--- config.mk ---
export PLATFORM = sky130hd
export DESIGN_NAME = prog_sequencer
export DESIGN_NICKNAME = d
export VERILOG_FILES = /design/src/rtl/cpu_pkg.sv /design/src/rtl/prog_sequencer.sv
export SDC_FILE = /design/constraint.sdc
export NUM_CORES = 1
export LEC_CHECK = 0
export CORE_MARGIN = 1
export CORE_UTILIZATION = 50
export DETAILED_ROUTE_END_ITERATION = 6
export MAX_ROUTING_LAYER = met4
export PLACE_DENSITY_LB_ADDON = 0.1
export SYNTH_ARGS = -nofsm -noshare
export SYNTH_HDL_FRONTEND = slang
export SYNTH_SLANG_ARGS = --single-unit
--- constraint.sdc ---
create_clock -name clk -period 5.3 [get_ports clk]
set_input_delay 1.06 -clock clk [delete_from_list [all_inputs] [get_ports clk]]
set_output_delay 1.06 -clock clk [all_outputs]
set_load 0.005 [all_outputs]
--- src/rtl/cpu_pkg.sv ---
// rtl/cpu_pkg.sv - shared CPU sequencing types and constants
package cpu_pkg;

    typedef enum logic [2:0] {
        ST_IDLE  = 3'd0,
        ST_LOAD  = 3'd1,
        ST_RUN   = 3'd2,
        ST_DRAIN = 3'd3,
        ST_RESP  = 3'd4
    } seq_state_e;

    localparam logic [3:0]  OPC_STA     = 4'b0001;
    localparam logic [15:0] INSTR_EMPTY = 16'hFFFF;

    localparam int DEF_PROG_STRIDE = 100;
    localparam int DEF_NUM_PROGS   = 10;
    localparam int DEF_TIMEOUT     = 200;

endpackage

--- src/rtl/prog_sequencer.sv ---
// rtl/prog_sequencer.sv - runs one canned CPU program per command, returns its result
module prog_sequencer
    import cpu_pkg::*;
#(
    parameter int PC_W        = 16,
    parameter int PROG_STRIDE = DEF_PROG_STRIDE,
    parameter int NUM_PROGS   = DEF_NUM_PROGS,
    parameter int TIMEOUT     = DEF_TIMEOUT
) (
    input  logic            clk,
    input  logic            reset,
    input  logic            cmd_valid,
    output logic            cmd_ready,
    input  logic [3:0]      cmd_sel,
    input  logic [15:0]     fetch_instr,
    input  logic            result_we,
    input  logic [15:0]     result_in,
    output logic            pc_load,
    output logic [PC_W-1:0] pc_load_val,
    output logic            cpu_run,
    output logic            rsp_valid,
    input  logic            rsp_ready,
    output logic [15:0]     rsp_data,
    output logic            rsp_err,
    output logic [7:0]      rsp_cycles
);

    localparam int CNT_W = 16;

    seq_state_e       r_state;
    seq_state_e       w_state_next;
    logic [CNT_W-1:0] r_cnt;
    logic [CNT_W-1:0] w_cnt_inc;
    logic [PC_W-1:0]  r_pc_load_val;
    logic [15:0]      r_rsp_data;
    logic             r_rsp_err;
    logic [7:0]       r_rsp_cycles;

    logic             w_sel_ok;
    logic             w_load_base;
    logic             w_finish;
    logic             w_fin_err;
    logic [15:0]      w_fin_data;
    logic [7:0]       w_fin_cycles;

    assign w_sel_ok  = (cmd_sel != 4'd0) && ({28'd0, cmd_sel} <= 32'(NUM_PROGS));
    assign w_cnt_inc = r_cnt + 16'd1;

    always_ff @(posedge clk) begin
        if (!reset) begin
            r_state <= ST_IDLE;
        end else begin
            r_state <= w_state_next;
        end
    end

    // Completion priority: write-back, then unprogrammed fetch, then timeout, then STA detect.
    always_comb begin
        w_state_next = r_state;
        w_load_base  = 1'b0;
        w_finish     = 1'b0;
        w_fin_err    = 1'b0;
        w_fin_data   = 16'd0;
        w_fin_cycles = 8'd0;
        case (r_state)
            ST_IDLE: begin
                if (cmd_valid) begin
                    if (w_sel_ok) begin
                        w_load_base  = 1'b1;
                        w_state_next = ST_LOAD;
                    end else begin
                        w_finish     = 1'b1;
                        w_fin_err    = 1'b1;
                        w_state_next = ST_RESP;
                    end
                end
            end
            ST_LOAD: w_state_next = ST_RUN;
            ST_RUN, ST_DRAIN: begin
                w_fin_cycles = (w_cnt_inc > 16'd255) ? 8'hFF : w_cnt_inc[7:0];
                if (result_we) begin
                    w_finish     = 1'b1;
                    w_fin_data   = result_in;
                    w_state_next = ST_RESP;
                end else if ((r_state == ST_RUN) && (fetch_instr == INSTR_EMPTY)) begin
                    w_finish     = 1'b1;
                    w_fin_err    = 1'b1;
                    w_state_next = ST_RESP;
                end else if (w_cnt_inc >= CNT_W'(TIMEOUT)) begin
                    w_finish     = 1'b1;
                    w_fin_err    = 1'b1;
                    w_state_next = ST_RESP;
                end else if ((r_state == ST_RUN) && (fetch_instr[15:12] == OPC_STA)) begin
                    w_state_next = ST_DRAIN;
                end
            end
            ST_RESP: begin
                if (rsp_ready) begin
                    w_state_next = ST_IDLE;
                end
            end
            default: w_state_next = ST_IDLE;
        endcase
    end

    always_ff @(posedge clk) begin
        if (!reset) begin
            r_cnt         <= '0;
            r_pc_load_val <= '0;
            r_rsp_data    <= 16'd0;
            r_rsp_err     <= 1'b0;
            r_rsp_cycles  <= 8'd0;
        end else begin
            if (w_load_base) begin
                r_pc_load_val <= PC_W'({28'd0, cmd_sel} * 32'(PROG_STRIDE));
            end
            if (r_state == ST_LOAD) begin
                r_cnt <= '0;
            end else if ((r_state == ST_RUN) || (r_state == ST_DRAIN)) begin
                r_cnt <= w_cnt_inc;
            end
            if (w_finish) begin
                r_rsp_data   <= w_fin_data;
                r_rsp_err    <= w_fin_err;
                r_rsp_cycles <= w_fin_cycles;
            end
        end
    end

    // cmd_ready is gated by reset so it stays low for the whole reset window.
    assign cmd_ready   = reset && (r_state == ST_IDLE);
    assign pc_load     = (r_state == ST_LOAD);
    assign pc_load_val = r_pc_load_val;
    assign cpu_run     = (r_state == ST_RUN) || (r_state == ST_DRAIN);
    assign rsp_valid   = (r_state == ST_RESP);
    assign rsp_data    = r_rsp_data;
    assign rsp_err     = r_rsp_err;
    assign rsp_cycles  = r_rsp_cycles;

endmodule

==> report_table.html, run 1 <==
<table>
<tr><th>Metric</th><th>Value</th></tr>
<tr><th colspan="2">Status</th></tr>
<tr><td>Run status</td><td>completed</td></tr>
<tr><th colspan="2">Yosys</th></tr>
<tr><td>Async set-or-reset flop fraction in the synthesized netlist</td><td>0</td></tr>
<tr><td>List of most frequent post-synthesis cells</td><td>sky130_fd_sc_hd__dfxtp_1 (53), sky130_fd_sc_hd__nand2_1 (50), sky130_fd_sc_hd__o21ai_0 (24), sky130_fd_sc_hd__nor2_1 (16), sky130_fd_sc_hd__ha_1 (14)</td></tr>
<tr><td>Sequential fraction of the synthesis area</td><td>0.3708</td></tr>
<tr><td>Area share of the largest cell type after synthesis</td><td>0.3708</td></tr>
<tr><td>Post-synthesis cell type with the largest combined area</td><td>sky130_fd_sc_hd__dfxtp_1</td></tr>
<tr><td>Cell with the most instances after synthesis</td><td>sky130_fd_sc_hd__dfxtp_1</td></tr>
<tr><td>Distinct cells, synth</td><td>51</td></tr>
<tr><td>Post-Syn Instances</td><td>331</td></tr>
<tr><td>Count of warnings emitted by yosys</td><td>0</td></tr>
<tr><td>Post-synthesis instance area</td><td>2861 um^2</td></tr>
<tr><td>Average footprint of a synthesized cell</td><td>8.645 um^2</td></tr>
<tr><td>Top post-synthesis cells by area</td><td>sky130_fd_sc_hd__dfxtp_1 (37%), sky130_fd_sc_hd__nand2_1 (6.6%), sky130_fd_sc_hd__ha_1 (6.1%), sky130_fd_sc_hd__o21ai_0 (4.2%), sky130_fd_sc_hd__xor2_1 (4.0%)</td></tr>
<tr><td>Most used DFF post-synth</td><td>sky130_fd_sc_hd__dfxtp_1</td></tr>
<tr><td>Number of synthesized register bits</td><td>53</td></tr>
<tr><td>EDFF count, synth</td><td>0</td></tr>
<tr><th colspan="2">GRT</th></tr>
<tr><td>GRT Util Overall</td><td>0.2216</td></tr>
<tr><td>Largest net degree at the start of global routing</td><td>21</td></tr>
<tr><td>Vias in the first global route</td><td>2,279</td></tr>
<tr><td>First-pass GRT wire length</td><td>10.49 mm</td></tr>
<tr><td>Antenna violations before repair</td><td>0</td></tr>
<tr><td>Grt ovf</td><td>0</td></tr>
<tr><th colspan="2">STA</th></tr>
<tr><td>Hold violation total from the final report</td><td>0</td></tr>
<tr><td>Post-layout minimum cycle time</td><td>3.638 ns</td></tr>
<tr><td># setup viols final</td><td>0</td></tr>
<tr><td>Number of slew-limit violations in the final report</td><td>0</td></tr>
<tr><td>Clock skew</td><td>0.007795 ns</td></tr>
<tr><td>Transition time of the tightest slew-check pin</td><td>0.6302 ns</td></tr>
<tr><td>Highest clock frequency the design can meet</td><td>274.9 MHz</td></tr>
<tr><td>Crit share post-route</td><td>0.6865</td></tr>
<tr><td>Sum of negative setup slack</td><td>0 ns</td></tr>
<tr><td>Worst slew margin</td><td>0.5799</td></tr>
<tr><td>RSZ-0062 raised after global routing</td><td>no</td></tr>
<tr><th colspan="2">Floorplanning</th></tr>
<tr><td>Number of rows created at floorplan</td><td>27</td></tr>
<tr><td>Die outline width</td><td>77.65 um</td></tr>
<tr><td>Placeable core region</td><td>5507 um^2</td></tr>
<tr><td>Overall die height</td><td>77.65 um</td></tr>
<tr><td>Initial Util</td><td>0.5197</td></tr>
<tr><td>Top-level port count</td><td>86</td></tr>
<tr><td>Die outline area</td><td>6030 um^2</td></tr>
<tr><th colspan="2">Route</th></tr>
<tr><td>First drt pass iteration count</td><td>4</td></tr>
<tr><td>Via count of the routed design</td><td>2,493</td></tr>
<tr><td>DRC violations left</td><td>0</td></tr>
<tr><td>Remaining antenna violation count</td><td>0</td></tr>
<tr><td>Initial DRC count</td><td>102</td></tr>
<tr><td>Final routed wire length divided by cell count</td><td>13.49 um</td></tr>
<tr><td>Routed vias/inst</td><td>5.327</td></tr>
<tr><td>Post-detailed-routing wire length</td><td>6.313 mm</td></tr>
<tr><th colspan="2">Critical path</th></tr>
<tr><td>Worst R2R Path Depth</td><td>7</td></tr>
<tr><td>Top cell by count, worst path</td><td>sky130_fd_sc_hd__clkdlybuf4s50_1</td></tr>
<tr><td>Source of the critical timing path</td><td>reset</td></tr>
<tr><td>Sequence of cells on the critical path</td><td>clkdlybuf4s50_1 -&gt; and2_1 -&gt; clkdlybuf4s50_1</td></tr>
<tr><td>Reg-to-reg slack, setup</td><td>2.54 ns</td></tr>
<tr><td>Required time reported for the critical path endpoint</td><td>4.24 ns</td></tr>
<tr><td>Worst flop-to-flop path endpoint</td><td>rsp_cycles[0]</td></tr>
<tr><td>Critical path startpoint category</td><td>primary input</td></tr>
<tr><td>Slowest stage delay, CP</td><td>0.82 ns</td></tr>
<tr><td>Kind of capture point of the worst setup path</td><td>primary output</td></tr>
<tr><td>Family of cells with the greatest summed delay on the critical path</td><td>buffers and inverters</td></tr>
<tr><td>Buffer and inverter count on the worst path</td><td>2</td></tr>
<tr><td>CP Class</td><td>in2out</td></tr>
<tr><td>Master of the slowest instance on the critical path</td><td>sky130_fd_sc_hd__clkdlybuf4s50_1</td></tr>
<tr><td>Arrival time of data at the critical path endpoint</td><td>2.58 ns</td></tr>
<tr><td>Critical R2R Launch</td><td>r_cnt[0]</td></tr>
<tr><td>Peak fanout along the critical path</td><td>20</td></tr>
<tr><th colspan="2">CTS</th></tr>
<tr><td>TritonCTS clock tree</td><td>yes</td></tr>
<tr><td>Cell at the root of the clock tree</td><td>sky130_fd_sc_hd__clkbuf_8</td></tr>
<tr><td>Clock latency reported for the late side of the worst-skew pair</td><td>0.30 ns</td></tr>
<tr><td>Count of hold buffers inserted by post-cts repair</td><td>0</td></tr>
<tr><td>Number of buffers added by the clock tree synthesis step</td><td>5</td></tr>
<tr><td>Clock net sink count</td><td>53</td></tr>
<tr><td>H-tree depth</td><td>2</td></tr>
<tr><td>Buffers inserted by post-CTS timing repair</td><td>0</td></tr>
<tr><td>Clock-pin slew of the registers on the worst-case setup and hold paths</td><td>0.10 ns</td></tr>
<tr><td>Post_cts resized</td><td>0</td></tr>
<tr><td>Worst-case clock buffer depth</td><td>2</td></tr>
<tr><th colspan="2">Place</th></tr>
<tr><td>Number of placed instances with taps included</td><td>460</td></tr>
<tr><td>I/O Buffers</td><td>78</td></tr>
<tr><td>Estimated wirelength of the detail-placed design</td><td>4.653 mm</td></tr>
<tr><td>GPL Wtd Cong</td><td>0.8138</td></tr>
<tr><th colspan="2">Final layout</th></tr>
<tr><td>Final #Nets</td><td>451</td></tr>
<tr><td>Fraction of layout cells with a size suffix above 1</td><td>0.05051</td></tr>
<tr><td>Final cell count without fillers</td><td>468</td></tr>
<tr><td>Final Util</td><td>0.6658</td></tr>
<tr><td>Antenna Diode Count</td><td>0</td></tr>
<tr><td>Synth-to-Final Area Change</td><td>28.12%</td></tr>
<tr><th colspan="2">Worst hold path</th></tr>
<tr><td>Hold Crit Class</td><td>reg2reg</td></tr>
<tr><td>Worst hold path depth</td><td>2</td></tr>
<tr><td>Hold Startpoint</td><td>rsp_data[4]</td></tr>
<tr><td>Hold endpoint</td><td>rsp_data[4]</td></tr>
<tr><th colspan="2">Power and ir drop</th></tr>
<tr><td>Pwr Density</td><td>210.6 nW/um^2</td></tr>
<tr><td>Leak Pwr</td><td>1.396 nW</td></tr>
<tr><td>Power consumption</td><td>0.7721 mW</td></tr>
<tr><td>IR Drop Worst-Case VDD</td><td>0.1842 mV</td></tr>
<tr><th colspan="2">Flow run</th></tr>
<tr><td>Max-cap violations</td><td>0</td></tr>
</table>
[layout make-up]
| cell class | count | area [um^2] |
|---|---|---|
| clock buffer | 5 | 68.82 |
| clock inverter | 3 | 22.52 |
| fill | 457 | 1841 |
| inverter | 8 | 30.03 |
| multi-input combinational | 248 | 1605 |
| sequential | 53 | 1061 |
| tap | 72 | 90.09 |
| timing repair buffer | 79 | 788.3 |
[report_power, final]
group / switching, mW / internal (mW) / leakage, nW
Clock: 0.137 / 0.0940 / 0.0481
Sequential: 0.00765 / 0.410 / 0.429
Combinational: 0.0527 / 0.0714 / 0.919
Total: 0.197 / 0.575 / 1.40
[worst max path at each step]
stage          slack [ns]  cells after the start         to
6_report             1.66                      3  cmd_ready
5_1_grt              1.58                      3  cmd_ready
4_1_cts              1.66                      3  cmd_ready
3_5_place_dp         1.67                      3  cmd_ready
3_3_place_gp         1.67                      3  cmd_ready
2_1_floorplan        2.57                      3  cmd_ready
[metrics by stage]
| step | hold WS [ns] | setup WS, ns | area [um^2] |
|---|---|---|---|
| 6_report | 0.4628 | 1.662 | 3666 |
| 5_1_grt | 0.4846 | 1.577 | 3666 |
| 4_1_cts | 0.4666 | 1.662 | 3666 |
| 3_5_place_dp | 0.4525 | 1.666 | 3575 |
| 3_3_place_gp | 0.4423 | 1.674 | 3575 |
| 2_1_floorplan | 0.4525 | 2.565 | 2884 |
[sequential cells by signal, indices dropped and copies added (netlist names)]
signal,flops
r_cnt,16
rsp_err,1
rsp_cycles,8
r_state,3
pc_load_val,9
rsp_data,16
[cell usage in the layout, fill, tap and decap left out, drive strengths merged, types with 3 or more instances in the layout]
cell           count
dfxtp             53
and3               4
xnor2             12
or3                4
nor2              17
and2               6
a21oi              8
xor2              13
nand4              8
clkdlybuf4s50     78
nor3               6
conb               7
inv                7
a211oi             5
and4               3
ha                14
o2bb2ai            6
clkbuf             5
nor2b             10
nand3             12
clkinv             4
nand2             50
mux2i             10
o21ai             24
[routing by layer]
layer / global-route usage / part of all wire
met1: 0.2772 / 0.46
met5: - / 0
met2: 0.3593 / 0.46
met3: 0.04471 / 0.067
met4: 0.06792 / 0.012
[worst min-delay path, cell delays in order (launching register included)]
cell                      delay, ns
sky130_fd_sc_hd__dfxtp_1       0.32
sky130_fd_sc_hd__nand2_1       0.05
sky130_fd_sc_hd__o21ai_0       0.06
[cell families after synthesis]
group,Yosys count,share of synthesized area
mux,10,0.03498
fa+ha+maj,15,0.06821
flops,53,0.3708
xor+xnor,25,0.07652
simple gates,130,0.2278
compound gates,61,0.1443
other cells,1,0.001311
buf+inv,36,0.07608
Note: power is estimated with default switching activity, not from simulation.
==> run 2, diff against run 1 <==
--- a/config.mk
+++ b/config.mk
@@ -6,7 +6,7 @@
 export NUM_CORES = 1
 export LEC_CHECK = 0
 export CORE_MARGIN = 1
-export CORE_UTILIZATION = 50
+export CORE_UTILIZATION = 43
 export DETAILED_ROUTE_END_ITERATION = 6
 export MAX_ROUTING_LAYER = met4
 export PLACE_DENSITY_LB_ADDON = 0.1
==> constraint.sdc (replaced) <==
create_clock -name clk -period 3.3 [get_ports clk]
set_input_delay 0.66 -clock clk [delete_from_list [all_inputs] [get_ports clk]]
set_output_delay 0.66 -clock clk [all_outputs]
set_load 0.005 [all_outputs]
==> report_table.html, run 2 (synthesis results as in run 1) <==
<table>
<tr><th>Metric</th><th>Value</th></tr>
<tr><th colspan="2">CTS</th></tr>
<tr><td>Clock-pin slew of the registers on the worst-case setup and hold paths</td><td>0.10 ns (about the same)</td></tr>
<tr><td>TritonCTS clock tree</td><td>yes</td></tr>
<tr><td>Post_cts resized</td><td>0 (unchanged)</td></tr>
<tr><td>Count of hold buffers inserted by post-cts repair</td><td>0 (unchanged)</td></tr>
<tr><td>Worst-case clock buffer depth</td><td>2 (unchanged)</td></tr>
<tr><td>H-tree depth</td><td>2 (unchanged)</td></tr>
<tr><td>Number of buffers added by the clock tree synthesis step</td><td>5 (unchanged)</td></tr>
<tr><td>Clock latency reported for the late side of the worst-skew pair</td><td>0.30 ns (about the same)</td></tr>
<tr><td>Buffers inserted by post-CTS timing repair</td><td>0 (unchanged)</td></tr>
<tr><td>Clock net sink count</td><td>53 (unchanged)</td></tr>
<tr><td>Cell at the root of the clock tree</td><td>sky130_fd_sc_hd__clkbuf_8</td></tr>
<tr><th colspan="2">Power and ir drop</th></tr>
<tr><td>Pwr Density</td><td>373.7 nW/um^2 (+77%)</td></tr>
<tr><td>Portion of total power attributed to sequential cells</td><td>0.479 (-0.061)</td></tr>
<tr><td>Leak Pwr</td><td>1.436 nW (+2.9%)</td></tr>
<tr><td>Sw Ratio</td><td>0.2303 (-0.02485)</td></tr>
<tr><td>Combinational share of power</td><td>0.149 (-0.012)</td></tr>
<tr><td>Switching Power</td><td>0.3223 mW (+64%)</td></tr>
<tr><td>Clock share of power</td><td>0.372 (+0.073)</td></tr>
<tr><td>IR Drop Worst-Case VDD</td><td>0.2556 mV (+39%)</td></tr>
<tr><td>Cell Int Power</td><td>1.077 mW (+87%)</td></tr>
<tr><th colspan="2">Critical path</th></tr>
<tr><td>Critical R2R Launch</td><td>r_cnt[0]</td></tr>
<tr><td>CP Class</td><td>in2reg</td></tr>
<tr><td>Worst R2R Path Depth</td><td>7 (unchanged)</td></tr>
<tr><td>Reg-to-reg slack, setup</td><td>0.68 ns (-1.86 ns)</td></tr>
<tr><td>Peak fanout along the critical path</td><td>17 (-15%)</td></tr>
<tr><td>Kind of capture point of the worst setup path</td><td>register</td></tr>
<tr><td>Critical path startpoint category</td><td>primary input</td></tr>
<tr><td>Arrival time of data at the critical path endpoint</td><td>3.15 ns (+0.57 ns)</td></tr>
<tr><td>Worst flop-to-flop path endpoint</td><td>r_state[0]</td></tr>
<tr><td>Required time reported for the critical path endpoint</td><td>3.53 ns (-0.71 ns)</td></tr>
<tr><th colspan="2">Flow run</th></tr>
<tr><td>Max-cap violations</td><td>0 (unchanged)</td></tr>
<tr><th colspan="2">STA</th></tr>
<tr><td>Number of slew-limit violations in the final report</td><td>0 (unchanged)</td></tr>
<tr><td>Clock skew</td><td>0.006532 ns (-0.001263 ns)</td></tr>
<tr><td>Post-layout minimum cycle time</td><td>2.914 ns</td></tr>
<tr><td>Sum of negative setup slack</td><td>0 ns (unchanged)</td></tr>
<tr><td># setup viols final</td><td>0 (unchanged)</td></tr>
<tr><td>RSZ-0062 raised after global routing</td><td>no</td></tr>
<tr><td>Crit share post-route</td><td>0.8830</td></tr>
<tr><td>Transition time of the tightest slew-check pin</td><td>0.6358 ns (+0.005606 ns)</td></tr>
<tr><td>Worst slew margin</td><td>0.5761 (-0.003737)</td></tr>
<tr><td>Hold violation total from the final report</td><td>0 (unchanged)</td></tr>
<tr><td>Highest clock frequency the design can meet</td><td>343.2 MHz</td></tr>
<tr><th colspan="2">Final layout</th></tr>
<tr><td>Most common cell after layout, fill and taps aside</td><td>sky130_fd_sc_hd__clkdlybuf4s50_1</td></tr>
<tr><td>Fraction of layout cells with a size suffix above 1</td><td>0.06000 (+0.009495)</td></tr>
<tr><td>Highest-count cells in the layout ignoring fill and taps</td><td>sky130_fd_sc_hd__clkdlybuf4s50_1 (78), sky130_fd_sc_hd__dfxtp_1 (53), sky130_fd_sc_hd__nand2_1 (50)</td></tr>
<tr><td>Synth-to-Final Area Change</td><td>30.87%</td></tr>
<tr><td>Final cell count without fillers</td><td>477 (+1.9%)</td></tr>
<tr><td>Final #Nets</td><td>455 (+0.89%)</td></tr>
<tr><td>Antenna Diode Count</td><td>0 (unchanged)</td></tr>
<tr><th colspan="2">GRT</th></tr>
<tr><td>Grt ovf</td><td>0 (unchanged)</td></tr>
<tr><td>GRT Util Overall</td><td>0.2043 (-0.01732)</td></tr>
<tr><td>First-pass GRT wire length</td><td>11.34 mm (+8.1%)</td></tr>
<tr><td>Antenna violations before repair</td><td>0 (unchanged)</td></tr>
<tr><td>Vias in the first global route</td><td>2,372 (+4.1%)</td></tr>
<tr><td>Largest net degree at the start of global routing</td><td>21 (unchanged)</td></tr>
<tr><th colspan="2">Route</th></tr>
<tr><td>Routed vias/inst</td><td>5.222 (-2.0%)</td></tr>
<tr><td>Remaining antenna violation count</td><td>0 (unchanged)</td></tr>
<tr><td>Post-detailed-routing wire length</td><td>6.849 mm (+8.5%)</td></tr>
<tr><td>First drt pass iteration count</td><td>4 (unchanged)</td></tr>
<tr><td>Initial DRC count</td><td>60 (-41%)</td></tr>
<tr><td>Via count of the routed design</td><td>2,491 (-0.080%)</td></tr>
<tr><td>Final routed wire length divided by cell count</td><td>14.36 um (+6.4%)</td></tr>
<tr><td>DRC violations left</td><td>0 (unchanged)</td></tr>
<tr><th colspan="2">Worst hold path</th></tr>
<tr><td>Hold Startpoint</td><td>rsp_data[9]</td></tr>
<tr><td>Worst hold path depth</td><td>2 (unchanged)</td></tr>
<tr><td>Hold endpoint</td><td>rsp_data[9]</td></tr>
<tr><td>Hold Crit Class</td><td>reg2reg</td></tr>
<tr><th colspan="2">Place</th></tr>
<tr><td>I/O Buffers</td><td>78 (unchanged)</td></tr>
<tr><td>GPL Wtd Cong</td><td>0.7840 (-3.7%)</td></tr>
<tr><td>Estimated wirelength of the detail-placed design</td><td>5.000 mm (+7.5%)</td></tr>
<tr><td>Number of placed instances with taps included</td><td>469 (+2.0%)</td></tr>
<tr><th colspan="2">Floorplanning</th></tr>
<tr><td>Overall die height</td><td>83.58 um (+7.6%)</td></tr>
<tr><td>Die outline area</td><td>6985 um^2 (+16%)</td></tr>
<tr><td>Initial Util</td><td>0.4481 (-0.07157)</td></tr>
<tr><td>Die outline width</td><td>83.58 um (+7.6%)</td></tr>
<tr><td>Top-level port count</td><td>86 (unchanged)</td></tr>
<tr><td>Number of rows created at floorplan</td><td>29 (+7.4%)</td></tr>
<tr><td>Placeable core region</td><td>6386 um^2 (+16%)</td></tr>
<tr><th colspan="2">Status</th></tr>
<tr><td>Run status</td><td>completed</td></tr>
</table>
[run 2: changes by cell type in the layout (fill, tap and decap cells not counted)]
cell,change
sky130_fd_sc_hd__buf_4,+4
sky130_fd_sc_hd__bufinv_16,+2
sky130_fd_sc_hd__clkinv_4,-2
[run 2: layer usage]
layer	global-route usage	part of all wire	up-vias
li1	-	-	1268
met1	0.2600	0.48	1151
met2	0.3356	0.46	67
met3	0.04352	0.052	5
met4	0.04160	0.0067	0
met5	-	0	-
[run 2: power by group through the flow]
stage                     Combinational (mW)  Sequential [mW]  Clock [mW]
after global routing                   0.228            0.673       0.555
after floorplan                        0.100            0.684           0
after global placement                 0.204            0.684           0
final                                  0.209            0.670       0.521
after CTS                              0.211            0.670       0.532
after detailed placement               0.209            0.685           0
[run 2: critical path, cell delays in order]
cell and delay (ns):
sky130_fd_sc_hd__clkdlybuf4s50_1 0.53, sky130_fd_sc_hd__inv_1 0.08, sky130_fd_sc_hd__ha_1 0.23, sky130_fd_sc_hd__a21oi_1 0.14
sky130_fd_sc_hd__o21ai_0 0.14, sky130_fd_sc_hd__nand3_1 0.17, sky130_fd_sc_hd__and2_1 0.55, sky130_fd_sc_hd__a21boi_1 0.49
sky130_fd_sc_hd__o2bb2ai_1 0.16
[run 2: metrics by stage]
| stage | util | total power, mW | instance area, um^2 | worst slack (ns) | hold WS (ns) |
|---|---|---|---|---|---|
| final | 0.5864 | 1.400 | 3745 | 0.3863 | 0.4609 |
| after global routing | 0.5864 | 1.456 | 3745 | 0.1793 | 0.4811 |
| after CTS | 0.5864 | 1.413 | 3745 | 0.3432 | 0.4649 |
| after detailed placement | 0.5654 | 0.8936 | 3611 | 0.01951 | 0.4511 |
| after global placement | 0.5654 | 0.8887 | 3611 | 0.1270 | 0.4459 |
| after floorplan | - | 0.7845 | 2884 | 0.9395 | 0.4525 |
[run 2: worst max path at each step]
| stage | slack [ns] | cells after the start | to | start |
|---|---|---|---|---|
| after global routing | 0.18 | 9 | rsp_cycles[7] | cmd_sel[2] |
| final | 0.39 | 9 | rsp_cycles[4] | cmd_sel[2] |
| after detailed placement | 0.02 | 9 | rsp_cycles[7] | cmd_sel[2] |
| after floorplan | 0.94 | 8 | r_state[0] | r_cnt[0] |
| after global placement | 0.13 | 9 | rsp_cycles[2] | cmd_sel[2] |
| after CTS | 0.34 | 9 | rsp_cycles[4] | cmd_sel[2] |
[run 2: final cells by class]
cell class | count | area (um^2)
Clock buffer | 5 | 68.82
Clock inverter | 3 | 65.06
Fill cell | 595 | 2641
Inverter | 8 | 30.03
Multi-Input combinational cell | 248 | 1605
Sequential cell | 53 | 1061
Tap cell | 77 | 96.34
Timing Repair Buffer | 83 | 818.3
